$ cat src/rtl/bcd_display_pkg.sv
// Shared scan-state encoding and seven-segment constants for the two-digit display driver.
// Segment constants are active-high {g,f,e,d,c,b,a}; polarity is applied at the output register.
package bcd_display_pkg;

  localparam logic [1:0] ST_DEAD_T  = 2'd0;
  localparam logic [1:0] ST_ONES_ON = 2'd1;
  localparam logic [1:0] ST_DEAD_O  = 2'd2;
  localparam logic [1:0] ST_TENS_ON = 2'd3;

  typedef enum logic [1:0] {
    DEAD_T  = ST_DEAD_T,
    ONES_ON = ST_ONES_ON,
    DEAD_O  = ST_DEAD_O,
    TENS_ON = ST_TENS_ON
  } scan_state_t;

  localparam logic [6:0] SEG_BLANK = 7'h00;
  localparam logic [6:0] SEG_DASH  = 7'h40;
  localparam logic [3:0] BCD_BLANK = 4'hF;

  localparam logic [6:0] SEG_DIGIT_0 = 7'h3F;
  localparam logic [6:0] SEG_DIGIT_1 = 7'h06;
  localparam logic [6:0] SEG_DIGIT_2 = 7'h5B;
  localparam logic [6:0] SEG_DIGIT_3 = 7'h4F;
  localparam logic [6:0] SEG_DIGIT_4 = 7'h66;
  localparam logic [6:0] SEG_DIGIT_5 = 7'h6D;
  localparam logic [6:0] SEG_DIGIT_6 = 7'h7D;
  localparam logic [6:0] SEG_DIGIT_7 = 7'h07;
  localparam logic [6:0] SEG_DIGIT_8 = 7'h7F;
  localparam logic [6:0] SEG_DIGIT_9 = 7'h6F;

  // Converts an active-high pattern to the pin level for the chosen polarity.
  function automatic logic [6:0] seg_to_pins(input logic [6:0] seg_hi, input bit active_low);
    return active_low ? ~seg_hi : seg_hi;
  endfunction

endpackage

$ cat src/rtl/bcd_seg7_decode.sv
// Combinational BCD to seven-segment decoder: 0-9 as digits, F blank, A-E as a dash.
module bcd_seg7_decode
  import bcd_display_pkg::*;
(
  input  logic [3:0] code,
  output logic [6:0] seg
);

  // NOTE: the default assignment ahead of the case guarantees every path drives seg, so no latch is inferred.
  always_comb begin
    seg = SEG_DASH;
    case (code)
      4'h0:      seg = SEG_DIGIT_0;
      4'h1:      seg = SEG_DIGIT_1;
      4'h2:      seg = SEG_DIGIT_2;
      4'h3:      seg = SEG_DIGIT_3;
      4'h4:      seg = SEG_DIGIT_4;
      4'h5:      seg = SEG_DIGIT_5;
      4'h6:      seg = SEG_DIGIT_6;
      4'h7:      seg = SEG_DIGIT_7;
      4'h8:      seg = SEG_DIGIT_8;
      4'h9:      seg = SEG_DIGIT_9;
      BCD_BLANK: seg = SEG_BLANK;
      default:   seg = SEG_DASH;
    endcase
  end

endmodule

$ cat src/rtl/bcd_display_scan.sv
// Two-digit multiplexed seven-segment scanner with dead time between slots and
// once-per-frame digit capture so a changing count never tears the display.
module bcd_display_scan
  import bcd_display_pkg::*;
#(
  parameter int ON_CYCLES      = 50000,
  parameter int DEAD_CYCLES    = 1000,
  parameter bit SEG_ACTIVE_LOW = 1'b1,
  parameter bit AN_ACTIVE_LOW  = 1'b1
) (
  input  logic       clock,
  input  logic       reset_n,
  input  logic [3:0] tens,
  input  logic [3:0] ones,
  output logic [6:0] seg,
  output logic [1:0] an,
  output logic       frame_done
);

  localparam int T_MAX = (ON_CYCLES > DEAD_CYCLES) ? ON_CYCLES : DEAD_CYCLES;
  localparam int TW    = $clog2(T_MAX) + 1;

  localparam logic [TW-1:0] ON_LAST   = TW'(ON_CYCLES - 1);
  localparam logic [TW-1:0] DEAD_LAST = TW'(DEAD_CYCLES - 1);

  localparam logic [6:0] SEG_OFF = seg_to_pins(SEG_BLANK, SEG_ACTIVE_LOW);
  localparam logic [1:0] AN_OFF  = AN_ACTIVE_LOW ? 2'b11 : 2'b00;
  localparam logic [1:0] AN_ONES = AN_ACTIVE_LOW ? 2'b10 : 2'b01;
  localparam logic [1:0] AN_TENS = AN_ACTIVE_LOW ? 2'b01 : 2'b10;

  scan_state_t   state;
  logic [TW-1:0] timer;
  logic [3:0]    tens_q;
  logic [3:0]    ones_q;

  logic          slot_end;
  logic [3:0]    dec_code;
  logic [6:0]    dec_seg;

  always_comb begin
    slot_end = 1'b0;
    case (state)
      ONES_ON, TENS_ON: slot_end = (timer == ON_LAST);
      default:          slot_end = (timer == DEAD_LAST);
    endcase
  end

  // Select the digit for the slot being entered. The ones slot decodes the live
  // input because it is captured on that same edge, keeping seg in step with an.
  always_comb begin
    dec_code = BCD_BLANK;
    case (state)
      DEAD_T:  dec_code = ones;
      DEAD_O:  dec_code = tens_q;
      default: dec_code = BCD_BLANK;
    endcase
  end

  bcd_seg7_decode u_decode (
    .code (dec_code),
    .seg  (dec_seg)
  );

  // NOTE: all state here is updated with non-blocking assignments so every register sees pre-edge values.
  always_ff @(posedge clock or negedge reset_n) begin
    if (!reset_n) begin
      state      <= DEAD_T;
      timer      <= '0;
      tens_q     <= BCD_BLANK;
      ones_q     <= BCD_BLANK;
      seg        <= SEG_OFF;
      an         <= AN_OFF;
      frame_done <= 1'b0;
    end else begin
      frame_done <= 1'b0;
      if (slot_end) begin
        timer <= '0;
        case (state)
          DEAD_T: begin
            state      <= ONES_ON;
            tens_q     <= tens;
            ones_q     <= ones;
            frame_done <= 1'b1;
            an         <= AN_ONES;
            seg        <= seg_to_pins(dec_seg, SEG_ACTIVE_LOW);
          end
          ONES_ON: begin
            state <= DEAD_O;
            an    <= AN_OFF;
            seg   <= SEG_OFF;
          end
          DEAD_O: begin
            state <= TENS_ON;
            an    <= AN_TENS;
            seg   <= seg_to_pins(dec_seg, SEG_ACTIVE_LOW);
          end
          default: begin
            state <= DEAD_T;
            an    <= AN_OFF;
            seg   <= SEG_OFF;
          end
        endcase
      end else begin
        timer <= timer + 1'b1;
      end
    end
  end

  // ones_q only records the captured pair; the ones slot is decoded from the live input on capture.
  logic unused_ones_q;
  assign unused_ones_q = ^ones_q;

endmodule

$ cat config.mk
export PLATFORM = sky130hd
export DESIGN_NAME = bcd_display_scan
export DESIGN_NICKNAME = d
export VERILOG_FILES = /design/src/rtl/bcd_display_pkg.sv /design/src/rtl/bcd_seg7_decode.sv /design/src/rtl/bcd_display_scan.sv
export SDC_FILE = /design/constraint.sdc
export NUM_CORES = 1
export LEC_CHECK = 0
export CAP_MARGIN = 20
export CORE_MARGIN = 2
export CORE_UTILIZATION = 33
export CTS_BUF_LIST = sky130_fd_sc_hd__clkbuf_8
export DETAILED_ROUTE_END_ITERATION = 12
export GPL_TIMING_DRIVEN = 0
export PLACE_DENSITY_LB_ADDON = 0.1
export SYNTH_ARGS = -nofsm -noshare
export SYNTH_HDL_FRONTEND = slang
export SYNTH_HIERARCHICAL = 1
export SYNTH_SLANG_ARGS = --single-unit
$ cat constraint.sdc
create_clock -name clock -period 3.7 [get_ports clock]
set_input_delay 0.74 -clock clock [delete_from_list [all_inputs] [get_ports clock]]
set_output_delay 0.74 -clock clock [all_outputs]
set_load 0.02 [all_outputs]
==> results.cfg, run 1 <==
[timing]
slew_violations = 0
finalSetupViolCount = 0
fmax_mhz = 358.0
hold_viol = 0
relSlewSlack = 0.5164
tightest_slew_ns = 0.7255
setup_ws_ns = 0.9064
setup_tns_ns = 0
rsz0062_at_grt = no
period_share = 0.7550
skew_ns = 0.009181
period_minus_slack_ns = 2.794
hold_slack_ns = 0.4828

[finish]
finalInstanceArea_um2 = 2181
nNetsFinal = 216
final_cells = 268
area_delta_synth_final_pct = 21.72
drive_gt1_frac = 0.2172
diodes = 0

[logic_synthesis]
synth.yosys.seq_area_share = 0.4700
synth_cells = 171
syn-num-nets = 190
avgSynthCellArea_um2 = 10.48
syn_area_um2 = 1792
ys_warn_count = 6
ys_ff_latch = 33
synth_cell_types = 35

[die]
ios = 20
die_area_um2 = 6035
die_y_um = 77.69
core_area_um2 = 5172
fp-row-count = 26
die_w_um = 77.69
start_util = 0.3464

[setup_path]
worstPathBufferInverterCount = 3
cp-start-kind = flip-flop
worstSetupPathType = reg -> reg
crit_chain = inv_1 > ha_1 > or2_2 > clkbuf_1 > nand2_1 > inv_1 > ha_1 > mux2_4 > o22ai_1 > nand2_1 > mux2_2
cpPeakStageDelay_ns = 0.40
cp_slowest_cell = dfrtp_1
cp_num_cells = 11
rrSetupSlack_ns = 0.91
r2r-start = state[0]
r2r_end = seg[3]
crit_family = simple AND/OR/NAND/NOR gates
rr_worst_depth = 11
endpoint = seg[3]
path_max_fanout = 10
end_kind = flip-flop
crit_arrival_ns = 3.00
crit_path_start = state[0]
crit_required_ns = 3.91

[place]
place_congestion = 0.7958
dp.cells = 260
post-dp-hpwl_um = 2651
pre_cts_slack_ns = 0.9362
port_buffers = 19
placed_area_um2 = 2064

[clock_network]
cts_buffer_depth = 2
ctsResizeCount = 0
root_buffer = clkbuf_8
cts-buffers-inserted = 5
cts.sink_count = 33
cts_tree = yes
postCtsSetupRepairBufs = 0
holdBufCountCts = 0
path_clk_slew_ns = 0.07
cts.htree.levels = 2
clk_latency_ns = 0.28

[route]
drc_errors = 0
ant_nets = 0
wl_per_cell_um = 13.07
via_per_inst = 4.810
vias = 1289
drt_iter0_markers = 57
wl_um = 3502
firstDrtPassIters = 4

[grt]
grt_pass1_vias = 1322
grt_usage = 0.1306
grt_antenna_before_repair = 0
gr-total-overflow = 0
grt_max_degree = 34
grt_first_pass_wirelength_um = 6168

[pwr]
p_sw_uw = 147.2
pwr-share-comb = 0.056
ir_drop_v = 0.0002112
p_seq_frac = 0.485
pwr-share-clk = 0.458
powerDensity_nw_per_um2 = 341.5
sw_frac_of_total = 0.1976
leakage_uw = 0.0009580
p_int_uw = 597.6

[worst_hold_path]
hold_path.class = reg -> reg

[flow_run]
drv_cap = 0

[outcome]
status = finished, final reports clean
## per-stage QoR
step | utilization | power (uW)
CTS | 0.4216 | 757.2
global route | 0.4216 | 782.4
floorplan | - | 389.4
global placement | 0.4001 | 409.6
finish | 0.4216 | 744.7
detailed placement | 0.3991 | 410.6
## cell usage after synthesis
cell type	n	share of area
mux2_4	1	0.0084
o21a_1	1	0.0042
a2111oi_4	1	0.015
inv_1	13	0.027
a21o_1	1	0.0042
a21oi_1	3	0.0084
nor2b_1	2	0.0070
and2b_1	1	0.0042
or2_2	1	0.0035
and4bb_2	1	0.0070
ha_1	9	0.063
clkbuf_1	1	0.0021
dfstp_2	13	0.19
buf_6	1	0.0063
buf_2	1	0.0028
o21ai_0	2	0.0056
nand2_1	16	0.034
a2111oi_0	1	0.0049
nand3b_1	1	0.0042
nor4_1	3	0.010
nor3_1	5	0.014
a22oi_1	4	0.017
dfrtp_1	20	0.28
nor3b_1	1	0.0042
nor2_1	17	0.036
buf_4	2	0.0084
nand3_1	8	0.022
nand2b_1	1	0.0035
xnor2_1	12	0.059
xor2_1	3	0.015
nand4_1	6	0.021
mux2i_1	1	0.0056
o31a_1	1	0.0049
mux2_2	14	0.088
o22ai_1	3	0.010
## worst min path at each step
stage / startpoint / end / cells past startpoint
2_1_floorplan: reset_n / frame_done / 0
3_3_place_gp: an[1] / an[1] / 2
3_5_place_dp: an[1] / an[1] / 2
4_1_cts: an[1] / an[1] / 2
5_1_grt: an[1] / an[1] / 2
6_report: an[1] / an[1] / 2
## registers in the layout, indices dropped and copies added (netlist names)
register / cells
an: 2
frame_done: 1
seg: 7
state: 2
tens_q: 4
timer: 17
## placed cells by master, fill, tap and decap left out, types with 4 or more instances in the layout
master	n
mux2_2	14
dfstp_2	13
nor3_1	5
inv_1	14
dfrtp_1	20
nor2_1	17
clkdlybuf4s50_1	18
xnor2_1	12
nand2_1	16
clkbuf_8	6
nand4_1	6
nand3_1	8
a22oi_1	4
ha_1	9
## worst min-delay path, stage by stage, from the launching register on
cell and delay, ns:
dfstp_2 0.37, inv_1 0.04, mux2i_1 0.06
## cell families (layout without fill, tap and decap cells)
group / Yosys count / after routing / share of synthesized area
AND/OR/NAND/NOR: 63 / 63 / 0.1704
flip-flops: 33 / 33 / 0.4700
buffers and inverters: 18 / 45 / 0.04678
AO/OA/AOI/OAI: 17 / 17 / 0.07473
multiplexers: 16 / 16 / 0.1020
XOR/XNOR: 15 / 15 / 0.07333
adder cells (fa/ha/maj): 9 / 9 / 0.06285
## layer usage
metal,GRT usage,share of wire
met1,0.1493,0.45
met3,0.04302,0.036
met2,0.2284,0.50
met5,0,0
met4,0.04286,0.015
## power groups by stage
stage / clock [uW] / combinational [uW] / sequential, uW
final: 341 / 42.0 / 362
after global routing: 373 / 48.2 / 361
after CTS: 353 / 43.0 / 361
after detailed placement: 0 / 42.9 / 368
after global placement: 0 / 42.0 / 368
after floorplan: 0 / 21.7 / 368
## cell type report
type	instances	area, um^2
plain buffers	5	35.03
clock buffers	6	82.58
clock inverters	2	33.78
fillers	494	2992
inverters	13	48.80
multi-input cells	120	865.8
flip-flops and latches	33	842.1
well taps	70	87.58
repair buffers	19	185.2
No activity file was read; power rests on OpenSTA's default activity.
==> run 2, diff against run 1 <==
- clock period: 3.7 -> 2.6 ns (I/O delays scaled with it)
==> run 2 against run 1 <==
Net effect: design area rose by 1.3%; cell count up 1.1%; routed wire length increased by 1.1%; critical endpoint unchanged.
==> results.cfg, run 2 (same netlist as run 1, synthesis figures left out) <==
[timing]
hold_viol = 0
rsz0062_at_grt = no
skew_ns = 0.009471
period_share = 0.9488
finalSetupViolCount = 0
fmax_mhz = 405.4
period_minus_slack_ns = 2.467
relSlewSlack = 0.5112
setup_ws_ns = 0.1330
slew_violations = 0
tightest_slew_ns = 0.7332

[clock_network]
cts.htree.levels = 2
cts.sink_count = 33
clk_latency_ns = 0.28
holdBufCountCts = 0
cts-buffers-inserted = 5
cts_tree = yes
cts_buffer_depth = 2
path_clk_slew_ns = 0.07
root_buffer = clkbuf_8

[finish]
most-common-layout-cells = 20 x dfrtp_1, 18 x clkdlybuf4s50_1, 17 x nor2_1
reg_top3 = timer: 17 flops, seg: 7 flops, tens_q: 4 flops
nNetsFinal = 219
area_delta_synth_final_pct = 23.32
drive_gt1_frac = 0.2438
finalInstanceArea_um2 = 2210
diodes = 0
largest_reg_flops = 17
largest-register = timer
final_common_cell = dfrtp_1

[setup_path]
cpPeakStageDelay_ns = 0.38
crit_required_ns = 2.81
cp_slowest_cell = dfrtp_1
worstPathBufferInverterCount = 3
path_max_fanout = 10
cp-start-kind = flip-flop
rr_worst_depth = 11
worstSetupPathType = reg -> reg
crit_family = simple AND/OR/NAND/NOR gates
r2r_end = seg[3]
end_kind = flip-flop
r2r-start = state[0]
crit_arrival_ns = 2.68
crit_chain = inv_1 > ha_1 > or2_2 > buf_2 > nand2_2 > inv_1 > ha_1 > mux2_4 > o22ai_1 > nand2_1 > mux2_2
rrSetupSlack_ns = 0.13

[die]
core_area_um2 = 5172
fp-row-count = 26
die_w_um = 77.69
die_y_um = 77.69
start_util = 0.3464
ios = 20
die_area_um2 = 6035

[route]
firstDrtPassIters = 4
drc_errors = 0
ant_nets = 0
via_per_inst = 4.808
wl_um = 3541
vias = 1303
wl_per_cell_um = 13.07
drt_iter0_markers = 53

[pwr]
leakage_uw = 0.0009732
ir_drop_v = 0.0003005
powerDensity_nw_per_um2 = 481.0

[grt]
grt_first_pass_wirelength_um = 6182
grt_pass1_vias = 1328
use_met3 = 0.04302
use_met2 = 0.2302
grt_max_degree = 34
met1_usage = 0.1493
grt_antenna_before_repair = 0
grt_usage = 0.1311
busiest_layer = met2
gr-total-overflow = 0

[place]
post-dp-hpwl_um = 2651
placed_area_um2 = 2064
port_buffers = 19
place_congestion = 0.7958
pre_cts_slack_ns = -0.1638

[outcome]
status = finished, final reports clean

[worst_hold_path]
hold_path.class = in -> async

[flow_run]
drv_cap = 0
[run 2: cell types whose count changed in the layout (fill, tap and decap cells not counted), sizes merged]
cell / delta
buf: +4
clkbuf: -1
[run 2: how the worst max path moves through the flow]
| stage | start | slack (ns) | depth (start not counted) | end |
|---|---|---|---|---|
| floorplan | state[0] | 0.19 | 11 | seg[3] |
| global placement | state[0] | -0.15 | 11 | seg[0] |
| detailed placement | state[0] | -0.16 | 11 | seg[3] |
| CTS | state[0] | 0.07 | 11 | seg[3] |
| global route | state[0] | 0.01 | 11 | seg[0] |
| finish | state[0] | 0.13 | 11 | seg[3] |
[run 2: what timing repair did]
item | CTS | global route
pin swaps | 1 | 0
endpoints found under the hold margin | 0 | 0
endpoints found under the setup margin | 5 | 3
gates resized for setup | 2 | 2
buffers inserted | 2 | 1
[run 2: layout make-up]
type,count,area (um^2)
multi-input cells,120,870.8
inverters,13,48.80
repair buffers,22,207.7
well taps,70,87.58
fillers,490,2963
clock buffers,6,82.58
plain buffers,5,36.28
clock inverters,2,33.78
flip-flops and latches,33,842.1
[run 2: per-layer routing]
metal  wire length (um)  up-vias
li1                   -      641
met1               1589      642
met2               1773       14
met3                126        6
met4                 51        0
met5                  0        -
[run 2: power breakdown]
group | leakage [uW] | switching (uW) | internal, uW
clock network | 0.0000626 | 177 | 308
registers | 0.000399 | 0 | 514
logic | 0.000512 | 33.0 | 29.6
[run 2: metrics by stage]
stage	utilization	hold WS (ns)	setup TNS (ns)	std cells	total power, uW
after global routing	0.4272	0.3465	0	271	1116
after floorplan	-	0.2244	0	171	554.2
after CTS	0.4253	0.3199	0	270	1080
after detailed placement	0.3991	0.4782	-0.4465	260	584.3
final	0.4272	0.2980	0	271	1063
after global placement	0.4001	0.4572	-0.2886	260	583.0
